### config.mk
export PLATFORM = sky130hd
export DESIGN_NAME = wrr_egress_arbiter
export DESIGN_NICKNAME = d
export VERILOG_FILES = /design/src/rtl/wrr_egress_arbiter.sv
export SDC_FILE = /design/constraint.sdc
export NUM_CORES = 1
export LEC_CHECK = 0
export BUFFER_PORTS_ARGS = -buffer_cell sky130_fd_sc_hd__buf_4
export CORE_ASPECT_RATIO = 1.4
export CORE_UTILIZATION = 56
export CTS_BUF_LIST = sky130_fd_sc_hd__clkbuf_4
export CTS_CLUSTER_SIZE = 10
export DETAILED_ROUTE_END_ITERATION = 8
export HOLD_SLACK_MARGIN = 0.15
export PLACE_DENSITY = 0.78
export SKIP_CTS_REPAIR_TIMING = 1
export SYNTH_ARGS = -nofsm -noshare
export SYNTH_HDL_FRONTEND = slang
export SYNTH_SLANG_ARGS = --single-unit
### constraint.sdc
create_clock -name clk -period 3.8 [get_ports clk]
set_input_delay 0.38 -clock clk [delete_from_list [all_inputs] [get_ports clk]]
set_output_delay 0.38 -clock clk [all_outputs]
set_load 0.1 [all_outputs]
### src/rtl/wrr_egress_arbiter.sv
// Per-egress weighted round-robin packet arbiter: locks one ingress per packet,
// grants up to `weight` packets per turn, and exposes an Avalon-MM register slave.
module wrr_egress_arbiter #(
  parameter int N_PORTS      = 4,
  parameter int IDX_WIDTH    = $clog2(N_PORTS),
  parameter int EGRESS_ID    = 0,
  parameter int WEIGHT_WIDTH = 4,
  parameter int MAX_BEATS    = 1024
) (
  input  logic                           clk,
  input  logic                           reset_n,
  input  logic [7:0]                     writedata,
  input  logic                           write,
  input  logic                           chipselect,
  input  logic [7:0]                     address,
  input  logic                           read,
  output logic [7:0]                     readdata,
  input  logic [N_PORTS-1:0]             ingress_valid,
  input  logic [N_PORTS-1:0]             ingress_last,
  input  logic [N_PORTS*IDX_WIDTH-1:0]   ingress_dst,
  input  logic                           egress_ready,
  output logic [IDX_WIDTH-1:0]           selected_ingress,
  output logic                           egress_valid,
  output logic                           egress_last,
  output logic [N_PORTS-1:0]             grant,
  output logic [N_PORTS-1:0]             ingress_ready
);

  localparam int BEAT_WIDTH = $clog2(MAX_BEATS + 1);
  localparam logic [IDX_WIDTH-1:0] EGRESS_SEL = IDX_WIDTH'(EGRESS_ID);

  typedef enum logic [0:0] {IDLE = 1'b0, LOCK = 1'b1} state_t;

  state_t                    state_r;
  logic [IDX_WIDTH-1:0]      ptr_r, sel_r, prev_sel_r;
  logic [WEIGHT_WIDTH-1:0]   credit_r;
  logic [BEAT_WIDTH-1:0]     beat_cnt_r;
  logic [N_PORTS-1:0]        grant_r, enable_r;
  logic [WEIGHT_WIDTH-1:0]   weight_r [N_PORTS];
  logic                      wd_err_r;
  logic [7:0]                readdata_r;

  logic [N_PORTS-1:0]        req_s, onehot_s;
  logic [IDX_WIDTH-1:0]      winner_s, sel_next_s;
  logic                      found_s, beat_s, last_s, wd_fire_s, reg_wr_s, reg_rd_s;
  logic [WEIGHT_WIDTH-1:0]   eff_weight_s, credit_dec_s;
  logic [7:0]                rd_data_s;
  logic                      unused_s;

  // Index arithmetic modulo N_PORTS; base and offset are both below N_PORTS.
  function automatic logic [IDX_WIDTH-1:0] wrap_inc(input logic [IDX_WIDTH-1:0] base,
                                                     input int offset);
    int sum;
    sum = int'(base) + offset;
    if (sum >= N_PORTS) begin
      sum = sum - N_PORTS;
    end else begin
      sum = sum;
    end
    return sum[IDX_WIDTH-1:0];
  endfunction

  assign beat_s       = (state_r == LOCK) & ingress_valid[sel_r] & egress_ready;
  assign last_s       = beat_s & ingress_last[sel_r];
  assign wd_fire_s    = beat_s & ~ingress_last[sel_r] &
                        (beat_cnt_r + BEAT_WIDTH'(1) == BEAT_WIDTH'(MAX_BEATS));
  assign credit_dec_s = credit_r - WEIGHT_WIDTH'(1);
  assign sel_next_s   = wrap_inc(sel_r, 1);
  assign onehot_s     = {{(N_PORTS-1){1'b0}}, 1'b1} << winner_s;
  assign reg_wr_s     = chipselect & write;
  assign reg_rd_s     = chipselect & read;
  assign unused_s     = ^writedata;

  // Request qualification and rotating-priority winner search from ptr
  always_comb begin
    req_s        = '0;
    winner_s     = '0;
    found_s      = 1'b0;
    eff_weight_s = WEIGHT_WIDTH'(1);
    for (int i = 0; i < N_PORTS; i++) begin
      req_s[i] = ingress_valid[i] & (ingress_dst[i*IDX_WIDTH +: IDX_WIDTH] == EGRESS_SEL) &
                 enable_r[i];
    end
    // Descending scan so the port closest to ptr is the last one written.
    for (int k = N_PORTS - 1; k >= 0; k--) begin
      if (req_s[wrap_inc(ptr_r, k)]) begin
        winner_s = wrap_inc(ptr_r, k);
        found_s  = 1'b1;
      end else begin
        winner_s = winner_s;
        found_s  = found_s;
      end
    end
    if (weight_r[winner_s] == '0) begin
      eff_weight_s = WEIGHT_WIDTH'(1);
    end else begin
      eff_weight_s = weight_r[winner_s];
    end
  end

  // Arbitration FSM: packet lock, credit accounting and beat watchdog
  always_ff @(posedge clk or negedge reset_n) begin
    if (!reset_n) begin
      state_r    <= IDLE;
      ptr_r      <= '0;
      sel_r      <= '0;
      prev_sel_r <= '0;
      credit_r   <= '0;
      beat_cnt_r <= '0;
      grant_r    <= '0;
    end else begin
      case (state_r)
        IDLE: begin
          if (found_s) begin
            state_r    <= LOCK;
            sel_r      <= winner_s;
            grant_r    <= onehot_s;
            beat_cnt_r <= '0;
            if (winner_s != prev_sel_r || credit_r == '0) begin
              credit_r <= eff_weight_s;
            end
          end
        end
        LOCK: begin
          if (last_s) begin
            state_r    <= IDLE;
            grant_r    <= '0;
            beat_cnt_r <= '0;
            credit_r   <= credit_dec_s;
            prev_sel_r <= sel_r;
            ptr_r      <= (credit_dec_s != '0) ? sel_r : sel_next_s;
          end else if (wd_fire_s) begin
            state_r    <= IDLE;
            grant_r    <= '0;
            beat_cnt_r <= '0;
            credit_r   <= '0;
            ptr_r      <= sel_next_s;
          end else if (beat_s) begin
            beat_cnt_r <= beat_cnt_r + BEAT_WIDTH'(1);
          end
        end
        default: state_r <= IDLE;
      endcase
    end
  end

  // Register read mux; unmapped addresses read as zero
  always_comb begin
    rd_data_s = 8'h00;
    if (address == 8'h00) begin
      rd_data_s = 8'(enable_r);
    end else if (address == 8'h10) begin
      rd_data_s = {6'b000000, wd_err_r, state_r == LOCK};
    end else begin
      for (int i = 0; i < N_PORTS; i++) begin
        if (address == 8'(i + 1)) begin
          rd_data_s = 8'(weight_r[i]);
        end else begin
          rd_data_s = rd_data_s;
        end
      end
    end
  end

  // Configuration registers, sticky watchdog flag and registered read data
  always_ff @(posedge clk or negedge reset_n) begin
    if (!reset_n) begin
      enable_r   <= '1;
      wd_err_r   <= 1'b0;
      readdata_r <= 8'h00;
      for (int i = 0; i < N_PORTS; i++) begin
        weight_r[i] <= WEIGHT_WIDTH'(1);
      end
    end else begin
      if (reg_wr_s && address == 8'h00) begin
        enable_r <= writedata[N_PORTS-1:0];
      end
      for (int i = 0; i < N_PORTS; i++) begin
        if (reg_wr_s && address == 8'(i + 1)) begin
          weight_r[i] <= writedata[WEIGHT_WIDTH-1:0];
        end
      end
      if (wd_fire_s) begin
        wd_err_r <= 1'b1;
      end else if (reg_wr_s && address == 8'h10 && writedata[1]) begin
        wd_err_r <= 1'b0;
      end
      if (reg_rd_s) begin
        readdata_r <= rd_data_s;
      end
    end
  end

  assign readdata         = readdata_r;
  assign grant            = grant_r;
  assign selected_ingress = sel_r;
  assign egress_valid     = (state_r == LOCK) & ingress_valid[sel_r];
  assign egress_last      = (state_r == LOCK) & ingress_last[sel_r];
  assign ingress_ready    = (state_r == LOCK) ? (grant_r & {N_PORTS{egress_ready}}) : '0;

endmodule
* After elaboration in Yosys (flattened, before gate mapping) *
Index checks and enable logic that the tools add are counted.

storage, ports and cells
  latch bits = 0
  logic and storage cells = 150
  register bits = 55
  ROM bits = 0
  memories = 0
  RAM bits = 0
  input bits = 38
  output and inout bits = 20

cells by class
  equal/unequal tests = 11
  mux-type cells = 58
  shift-type cells = 1
  bitwise gates (word level) = 20
  reductions and logical operators = 24
  add/subtract/negate cells = 11
  multiply operators = 0
  div/mod/pow operators = 0
  $lt $le $gt $ge = 11

operators with widths
  kind                                                  count
  2-to-1 mux 11 bit                                     4
  2-to-1 mux 4 bit                                      11
  2-to-1 mux 8 bit                                      5
  2-to-1 mux 2 bit                                      12
  case mux 11 bit (2 select lines)                      1
  AND 1 bit                                             16
  equality test 8 x 2 -> 1 bit (second input constant)  2
  case mux 4 bit (2 select lines)                       2
  >= comparator 3 bit (second input constant)           5
  < comparator 2 x 3 -> 1 bit (second input constant)   5
  2-to-1 mux 1 bit                                      15
  binary-select mux 1 bit (select 2 bit)                6
  adder 11 x 1 -> 11 bit (second input constant)        1
  equality test 11 bit (second input constant)          1
  AND reduction 2 bit                                   5
  subtractor 2 x 1 -> 2 bit (second input constant)     5
  binary-select mux 4 bit (select 2 bit)                1
  equality test 8 x 1 -> 1 bit (second input constant)  1
  equality test 8 x 3 -> 1 bit (second input constant)  1
  equality test 8 x 5 -> 1 bit (second input constant)  1
  logical NOT 2 bit                                     4
  logical NOT 4 bit                                     2
  logical NOT 8 bit                                     1
  logical AND 1 bit                                     7
  17 further kinds                                      22

* Depth between registers and ports, before layout *
Gate-level depths: netlist (run 1).

  word-level depth = 18
  depth in mapped cells = 10
  mapped depth without buffers = 9

* Least setup slack after synthesis (run 1) *
Ideal clock, no wire load.

  path kind = reg-to-reg
  start = register sel_r[0] (netlist: selected_ingress[0])
  end = register credit_r[3]
  period minus slack after synthesis = 3.081 ns
  buffers on the path = 1
  data required time = 3.679 ns
  setup time = 0.121 ns
  slack = 0.719 ns
  stages on the path, launching flop included = 9
  data arrival time = 2.960 ns
  path through = dfrtp_1 -> buf_6 -> mux4_2 -> nor2b_1 -> o21ai_1 -> or4_4 -> a22oi_4 -> o21ai_1 -> a22o_1

on the way
  word-level cells in the longest chain between the ends = 8

RTL lines
  item                                             RTL line  text
  start, declared                                  35        logic [IDX_WIDTH-1:0] ptr_r, sel_r, prev_sel_r;
  start signal, assigned                           116       sel_r <= winner_s;
  binary-select mux 1 bit (select 2 bit)           63        assign beat_s = (state_r == LOCK) & ingress_valid[sel_r] & egress_ready;
  2-to-1 mux 1 bit (implied by the code)           63
  AND 1 bit (2 in a row)                           63
  AND 1 bit (2 in a row)                           65        assign wd_fire_s = beat_s & ~ingress_last[sel_r] &
  inequality test 3 x 1 -> 1 bit (no source line)  n/a
  AND reduction 3 bit (no source line)             n/a
  end signal, assigned                             120       credit_r <= eff_weight_s;
  end signal, assigned                             129       credit_r <= credit_dec_s;
  end, declared                                    36        logic [WEIGHT_WIDTH-1:0] credit_r;

Several ways; a longest one is shown, not always the timed one. The select of a mux whose other input is x is not followed.
A chain may end at the register's enable or synchronous reset.

* Worst setup path in the final report (run 1) *
  start = register beat_cnt_r[0]
  end = register grant_r[1] (netlist: grant[1])

on the way
  word-level cells in the longest chain between the ends = 5

RTL lines
  item                                             RTL line  text
  start, declared                                  37        logic [BEAT_WIDTH-1:0] beat_cnt_r;
  start signal, assigned                           139       beat_cnt_r <= beat_cnt_r + BEAT_WIDTH'(1);
  adder 11 x 1 -> 11 bit                           66        (beat_cnt_r + BEAT_WIDTH'(1) == BEAT_WIDTH'(MAX_BEATS));
  equality test 11 bit                             66
  AND 1 bit                                        65
  inequality test 3 x 1 -> 1 bit (no source line)  n/a
  AND reduction 2 bit (no source line)             n/a
  end signal, assigned                             117       grant_r <= onehot_s;
  end, declared                                    38        logic [N_PORTS-1:0] grant_r, enable_r;

Every way passes these cells.

==> results.ini, run 1 <==
[finish]
regArea_um2 = 1290
diodes = 0
fillers = 461
layout-drive-gt1-share_pct = 28.7
utilization_pct = 65.8
areaGrowthSynthToFinish_pct = 14.4
fin_nets = 404
multi_input_area_um2 = 1760

[pwr]
p_per_area_nw_per_um2 = 378
p_switching_uw = 519
p_leak_nw = 1.59
p_seq_share_pct = 50.8
intPower_uw = 845
clockPowerShare_pct = 18.0
power_frac_comb_pct = 31.2
switching_share_pct = 38.0
total_power_mw = 1.36
ir_drop_v = 0.000282

[clocking]
cts_buffer_depth = 2
clock_sinks = 51
insertion_delay_ns = 0.37
cts_max_level = 2
cts_tree = yes
root_buffer = clkbuf_4
clkTransAtPathRegs_ns = 0.15
cts_buffers = 5

[worst_setup_path]
cp_data_required_time_ns = 4.08
reg2reg_from = beat_cnt_r[0]
reg2regPathDepth = 8
cpMaxStageDelayCell = or4_4
crit_chain = ha_1 > nand2_1 > nor3_1 > mux2_2 > or4_4 > nand2_1 > nor2_1 > a32o_1
startpoint = beat_cnt_r[0]
r2r_end = grant[1]
worstSetupEndpointType = flip-flop
cp.arrival_ns = 3.27
crit_end = grant[1]
cp_common_cell = nand2_1
worstPathMaxFanout = 7
cp-start-kind = flip-flop
rrSetupSlack_ns = 0.81
cpPeakStageDelay_ns = 0.59
path_class = reg2reg

[die]
die_w_um = 65.4
dieArea_um2 = 5940
core_area_um2 = 5490
die_h_um = 90.8
io_pins = 58
rows = 32
start_util_pct = 57.5

[yosys]
synth_most_common_cell = dfrtp_1
synth_area_per_cell_um2 = 9.95
syn_area_um2 = 3150
ys_async_sr_fraction_pct = 100
yosysWarningCount = 0
netlist_instances = 317
yosysSeqAreaShare_pct = 40.8
synth_top_cell_by_area = dfrtp_1
ys_ff_latch = 51
ys_types = 62
dominantRegCellSynth = dfrtp_1
yosys-top-cells-area = dfrtp_1 (34%), mux2_2 (8.6%), dfstp_2 (6.7%)
synth-edff-count = 0
synth_commonest_cells = dfrtp_1 (43), nand2_1 (38), mux2_2 (24)
yosysTopAreaCellShare_pct = 34.1

[drt]
routed_wl_um = 7600
drt-initial-drc-count = 162
vias = 2652
wl_per_cell_um = 17.6
dr.pass1.iters = 4
postRouteAntennaNets = 0
drc_errors = 0
vias_per_cell = 6.15

[hold_path]
hold_class = in2reg
min_path_cells = 2

[sta]
tightestPinTransition_ns = 0.709
fmax_mhz = 334
maxSlewHeadroom_pct = 52.6
fin_skew_ns = 0.0151
post-route-period-util_pct = 78.7
grt_setup_unrepaired = no
period_needed_ns = 2.99
fin_hold_ws_ns = 0.271
hold_viol = 0
setup_viol = 0
maxSlewViolCount = 0
tns_ns = 0

[grt]
grt_pass1_wl_um = 12400
track_usage_pct = 27.2
grt_max_degree = 52
overflow = 0
antenna_found_initial = 0
grt_pass1_vias = 2579

[flow_run]
cap_violations = 0

[place]
dp_hpwl_um = 5690
portBuffers = 49
gp_congestion = 0.900

[run_status]
status = completed

## registers in the layout, indices dropped and copies added (netlist names)
name,count
enable_r,4
prev_sel_r,2
beat_cnt_r,11
weight_r,16
grant,4
readdata,4
state_r,1
wd_err_r,1
selected_ingress,2
credit_r,4
ptr_r,2
## critical path, delay by kind of cell (launching register included)
family | cells | cell delay [ns]
adders and majority gates | 1 | 0.27
DFF | 1 | 0.50
and+or+nand+nor | 5 | 1.47
AOI/OAI and AO/OA | 1 | 0.26
muxes | 1 | 0.41
## cell families after synthesis
family	Yosys count	share of synthesized area (%)
flops	51	40.8
buf+inv	24	3.89
mux	36	14.1
xor+xnor	8	2.22
simple gates	122	21.4
fa+ha+maj	4	1.59
compound gates	71	15.9
other cells	1	0.119
## how the worst min path moves through the flow
stage / from / to / slack (ns)
detailed placement: reset_n / readdata[3] / 0.46
finish: writedata[2] / weight_r[2] / 0.27
global placement: reset_n / readdata[1] / 0.46
global route: writedata[0] / weight_r[8] / 0.25
CTS: reset_n / weight_r[3] / 0.04
floorplan: reset_n / beat_cnt_r[0] / 0.08
## power by group through the flow
stage	clock, mW	sequential [mW]	combinational, mW
floorplan	0	0.688	0.315
global route	0.274	0.707	0.464
detailed placement	0	0.702	0.424
global placement	0	0.697	0.411
CTS	0.249	0.692	0.426
finish	0.246	0.693	0.425
## through the flow
stage	worst slack (ns)	area [µm²]	cells
2_1_floorplan	0.719	3160	320
3_3_place_gp	0.846	3540	422
3_5_place_dp	0.808	3540	422
4_1_cts	0.777	3600	430
5_1_grt	0.650	3610	431
6_report	0.810	3610	431
## routing by layer
layer / vias up / track usage (%) / share of wire [%]
li1: 1266 / - / -
met1: 1307 / 33.6 / 41
met2: 65 / 46.8 / 53
met3: 14 / 3.79 / 3.1
met4: 0 / 10.5 / 2.1
met5: - / 0 / 0
## placed cells by master, fill, tap and decap left out, types with 3 or more instances in the layout
cell type  synthesis  final
conb_1             1      4
and2_1             3      3
a22o_1             7      7
o31ai_1            4      4
nand3b_1           4      4
or2_2              3      3
ha_1               4      4
nor3_1             6      6
mux2_2            24     24
dfstp_2            8      8
nand3_1            7      7
or3_1              5      5
xor2_1             3      3
nor2_1            14     14
nand2_1           38     38
a32o_1             4      4
xnor2_1            5      5
a31oi_1            4      4
buf_4              5     53
o21a_1             4      4
mux2i_1            8      8
nor2b_1            5      5
nor4_1             7      7
dfrtp_1           43     43
o21ai_0           13     13
clkbuf_4           0      6
o21ai_1            3      3
a21oi_1           12     12
nor4bb_1           3      3
nand4_1            4      4
nand2b_1           4      4
inv_1              5      5
o22ai_1            3      3
mux4_2             3      3
nor3b_1            3      3
and3_1             8      8
## cell type report
cell class | count | area share (%)
timing repair buffer | 54 | 11.3
sequential | 51 | 35.7
clock inverter | 2 | 0.243
tap | 68 | 2.36
inverter | 5 | 0.520
multi-input combinational | 245 | 48.7
clock buffer | 6 | 1.25
(Power assumes the default switching activity.)
==> inputs of run 2 (changes only) <==
- ABC_AREA: default -> 1
- clock period: 3.8 -> 3.1 ns (I/O delays scaled with it)
==> run 2 against run 1 <==
Die area is 1.8% lower. Area after synthesis down 1.9%. Non-clock buffer count down 4. Setup slack got worse by 0.050 ns. Sequential cell count unchanged. Clock skew grew 0.011 ns. Total power increased by 58%. Clock power is 93% higher. Global-route usage is essentially flat. Register-to-register slack worse by 0.05 ns. Largest cell class unchanged.
==> results.ini, run 2 <==
[run_status]
status = completed

[drt]
dr.pass1.iters = 5
drt-initial-drc-count = 148
routed_wl_um = 7340
vias_per_cell = 5.33
postRouteAntennaNets = 0
drc_errors = 0
vias = 2853
wl_per_cell_um = 13.7

[die]
core_area_um2 = 5240
die_h_um = 90.0
dieArea_um2 = 5830
io_pins = 58
start_util_pct = 59.1
rows = 31
die_w_um = 64.8

[worst_setup_path]
cpMaxStageDelayCell = dfrtp_1
cpPeakStageDelay_ns = 0.42
crit_chain = ha_1 > nand2_1 > nor2_2 > nand3_2 > nor2_1 > nand2_1 > xor2_1 > nor3_2 > nand4_2 > nand3_2 > nor2_4 > inv_4 > nand3_1 > o21ai_1
worstSetupEndpointType = flip-flop
cp-start-kind = flip-flop
critical-path-top-delay-family = simple AND/OR/NAND/NOR gates
worstPathMaxFanout = 10
critPathBufInv = 1
cp_data_required_time_ns = 3.39
cp.arrival_ns = 2.63
path_class = reg2reg

[yosys]
dominantRegCellSynth = dfrtp_1
yosysWarningCount = 0
synth_top_cell_by_area = dfrtp_1
yosysSeqAreaShare_pct = 41.6
synth_area_per_cell_um2 = 7.46
yosys-top-cells-area = dfrtp_1 (35%), nand2_1 (12%), dfstp_2 (6.8%)
ys_async_sr_fraction_pct = 100
synth_most_common_cell = nand2_1
ys_types = 38
syn_area_um2 = 3090
yosysTopAreaCellShare_pct = 34.8
ys_ff_latch = 51
synth-edff-count = 0
synth_commonest_cells = nand2_1 (96), inv_1 (53), nor2_1 (50)
netlist_instances = 415

[sta]
tns_ns = 0
grt_setup_unrepaired = no
period_needed_ns = 2.34
fmax_mhz = 427
fin_skew_ns = 0.0265
tightestPinTransition_ns = 0.643
maxSlewViolCount = 0
post-route-period-util_pct = 75.5
hold_viol = 0
maxSlewHeadroom_pct = 57.2
setup_viol = 0

[place]
portBuffers = 49
gp_congestion = 0.897
dp_hpwl_um = 5600

[clocking]
insertion_delay_ns = 0.40
clock_sinks = 51
cts_buffer_depth = 2
root_buffer = clkbuf_4
clkTransAtPathRegs_ns = 0.15
cts_buffers = 5
cts_max_level = 2
cts_tree = yes

[finish]
diodes = 0
layout-drive-gt1-share_pct = 20.0
utilization_pct = 69.2
final_cell_mix = nand2_1 (96), inv_1 (53), nor2_1 (50)
final_common_cell = nand2_1
areaGrowthSynthToFinish_pct = 17.1
fillers = 480
fin_nets = 510
reg_top3 = weight_r (16), beat_cnt_r (11)
largest_register_ffs = 16
largest-register = weight_r

[flow_run]
cap_violations = 0

[grt]
antenna_found_initial = 0
grt_pass1_wl_um = 12500
grt_max_degree = 52
overflow = 0
grt_pass1_vias = 2747
track_usage_pct = 27.1

[pwr]
p_per_area_nw_per_um2 = 596
p_leak_nw = 1.76
ir_drop_v = 0.000336
total_power_mw = 2.16

[hold_path]
hold_class = in2reg

-- run 2: final cells by class --
class	instances	area, µm²	share of cell area (%)
Sequential cell	51	1290	35.5
Timing Repair Buffer	50	378	10.4
Clock inverter	3	67.6	1.86
Clock buffer	5	37.5	1.04
Tap cell	66	82.6	2.28
Multi-Input combinational cell	297	1530	42.2
Inverter	63	244	6.73
-- run 2: where the power goes --
| part | switching, mW | internal (mW) | total (mW) |
|---|---|---|---|
| Combinational | 0.592 | 0.236 | 0.828 |
| Clock | 0.225 | 0.251 | 0.476 |
| Sequential | 0.102 | 0.753 | 0.855 |
| Total | 0.919 | 1.24 | 2.16 |
-- run 2: worst paths after layout --
path / start / to / slack, ns / cells after the start
worst max-delay path: beat_cnt_r[0] / beat_cnt_r[0] / 0.76 / 14
worst min-delay path: writedata[0] / weight_r[0] / 0.24 / 3
worst max register to register: beat_cnt_r[0] / beat_cnt_r[0] / 0.76 / 14
worst min register to register: weight_r[4] / weight_r[4] / 0.51 / 2
max in group asynchronous: reset_n / beat_cnt_r[0] / 2.20 / 2
min in group asynchronous: reset_n / weight_r[2] / 0.47 / 2
-- run 2: logic make-up after synthesis --
group                      count (synthesis)  share of synthesized area [%]
AOI/OAI and AO/OA                         76                           14.1
xor gates and xnor gates                  14                           4.21
adders and majority gates                  4                           1.62
buffers and inverters                     70                           9.75
DFF                                       51                           41.6
other                                      1                          0.121
and+or+nand+nor                          199                           28.6
-- run 2: worst register-to-register path, stage by stage, from the launching register on --
cell,delay [ns]
dfrtp_1,0.42
ha_1,0.20
nand2_1,0.08
nor2_2,0.13
nand3_2,0.09
nor2_1,0.16
nand2_1,0.09
xor2_1,0.22
nor3_2,0.08
nand4_2,0.15
nand3_2,0.20
nor2_4,0.21
inv_4,0.09
nand3_1,0.07
o21ai_1,0.06
-- run 2: layer usage --
metal	share of wire [%]	GRT usage [%]
met1	44	35.3
met2	51	45.8
met3	3.6	4.19
met4	1.5	7.78
met5	0	0
-- run 2: metrics by stage --
step	setup WS, ns	cell area (µm²)	std cells	hold WS, ns
after floorplan	0.0695	3120	418	0.0144
after global placement	0.844	3510	526	0.374
after detailed placement	0.784	3510	526	0.378
after CTS	0.768	3610	534	-0.0623
after global routing	0.567	3620	535	0.269
final	0.760	3620	535	0.240
==> inputs of run 3 (changes only) <==
- CORE_UTILIZATION: 56 -> 52
- PLACE_DENSITY: 0.78 -> 0.76
- clock period: 3.1 -> 2.1 ns (I/O delays scaled with it)
==> run 3 against run 2 <==
The flow now finishes with violations (setup timing). Clock skew fell by 0.013 ns. First-iteration DRC count rose by 28%. Worst hold slack got worse by 0.082 ns. Critical path depth did not move. Register-to-register slack got worse by 0.91 ns. Utilization rose by 3.7 points. Via count rose by 8.6%. Final area rose by 13%. Combinational power rose by 98%. Clock-buffer cell count rose by 1. Critical path type unchanged. Largest cell class unchanged.
==> results.ini, run 3 (synthesized netlist as in run 2, its figures left out) <==
[worst_setup_path]
path_class = reg2reg
cp.arrival_ns = 2.52
cp_data_required_time_ns = 2.37
worstPathMaxFanout = 6
rrSetupSlack_ns = -0.15
cp-start-kind = flip-flop
worstSetupEndpointType = flip-flop

[sta]
fin_skew_ns = 0.0137
grt_setup_unrepaired = yes
setup_viol = 18
hold_viol = 0
maxSlewHeadroom_pct = 56.5
fmax_mhz = 445
period_needed_ns = 2.25
post-route-period-util_pct = 107
maxSlewViolCount = 0
tightestPinTransition_ns = 0.653
final.setup.worst_slack_ns = -0.149
tns_ns = -1.35

[die]
start_util_pct = 55.2
dieArea_um2 = 6270
rows = 32
io_pins = 58
core_area_um2 = 5610
die_h_um = 93.3
die_w_um = 67.2

[pwr]
p_leak_nw = 1.94
ir_drop_v = 0.000593
p_per_area_nw_per_um2 = 817

[clocking]
cts_buffers = 5
clock_sinks = 51
cts_max_level = 2
root_buffer = clkbuf_4
clkTransAtPathRegs_ns = 0.14
cts_buffer_depth = 2
cts_tree = yes
insertion_delay_ns = 0.38

[finish]
areaGrowthSynthToFinish_pct = 32.0
diodes = 0
final_cell_mix = nand2_1 (86), buf_4 (77), inv_1 (52)
reg_top3 = weight_r (16), beat_cnt_r (11)
final_common_cell = nand2_1
layout-drive-gt1-share_pct = 32.4
largest-register = weight_r
fin_nets = 544
largest_register_ffs = 16

[flow_run]
cap_violations = 0

[drt]
routed_wl_um = 8150
drt-initial-drc-count = 189
vias = 3098
dr.pass1.iters = 5
postRouteAntennaNets = 0
wl_per_cell_um = 14.3
vias_per_cell = 5.43
drc_errors = 0

[place]
dp_hpwl_um = 5870
portBuffers = 49
post-place-ws_ns = -0.114
gp_congestion = 0.832

[grt]
antenna_found_initial = 0
overflow = 0
grt_pass1_vias = 2855
grt_pass1_wl_um = 12500
track_usage_pct = 26.3
grt_max_degree = 52

[hold_path]
hold_class = in2reg

[run_status]
violations = setup timing
status = finished, violations left

[run 3: changes by cell type in the layout (fill, tap and decap cells not counted), sizes merged]
cell and change:
buf +31, clkinv +4, bufinv -2, nand2 +2, clkbuf +1, clkinvlp -1
inv -1
[run 3: worst paths after layout]
kind                                    start                   to  cells past startpoint
worst max register to register  beat_cnt_r[0]        beat_cnt_r[8]                     14
min in group asynchronous             reset_n          weight_r[7]                      2
worst min register to register    weight_r[4]          weight_r[4]                      2
max in group asynchronous             reset_n  selected_ingress[1]                      2
worst max-delay path            beat_cnt_r[0]        beat_cnt_r[8]                     14
worst min-delay path             writedata[3]          enable_r[3]                      3
[run 3: layout make-up]
class                   instances  area (µm²)
multi-input cells             299        1750
fillers                       456        1520
flip-flops and latches         51        1290
repair buffers                 81         631
inverters                      63         264
well taps                      68        85.1
clock buffers                   6        45.0
clock inverters                 2        7.51
repair inverters                1        6.26
[run 3: stage by stage]
stage	instance area [µm²]	cells	hold slack, ns	utilization (%)	total power, mW
floorplan	3190	418	-0.0856	-	2.28
global placement	3770	553	0.278	67.3	2.66
detailed placement	3770	553	0.284	67.3	2.70
CTS	3820	561	-0.140	68.2	3.15
global route	4090	571	0.166	72.9	3.52
finish	4090	571	0.159	72.9	3.34
[run 3: worst max-delay path, cell delays in order (launching register included)]
cell      delay (ns)
dfrtp_1         0.39
ha_2            0.21
nand2_2         0.08
nor2_4          0.13
nand3_2         0.10
nor2_4          0.14
nand2_2         0.08
xor2_2          0.22
nor3_2          0.08
nand4_4         0.13
nand3_4         0.11
nor2_4          0.24
clkinv_4        0.12
nand3_2         0.06
o21ai_1         0.06
[run 3: power by group]
| group | switching, mW | internal [mW] |
|---|---|---|
| Sequential | 0.128 | 1.12 |
| Clock | 0.315 | 0.138 |
| Combinational | 1.06 | 0.584 |
| Total | 1.50 | 1.84 |
[run 3: layer usage]
layer / vias to the layer above / track usage (%) / routed length (µm)
li1: 1521 / - / -
met1: 1484 / 32.5 / 3360
met2: 76 / 44.9 / 4290
met3: 17 / 4.39 / 328
met4: 0 / 9.57 / 172
met5: - / 0 / 0
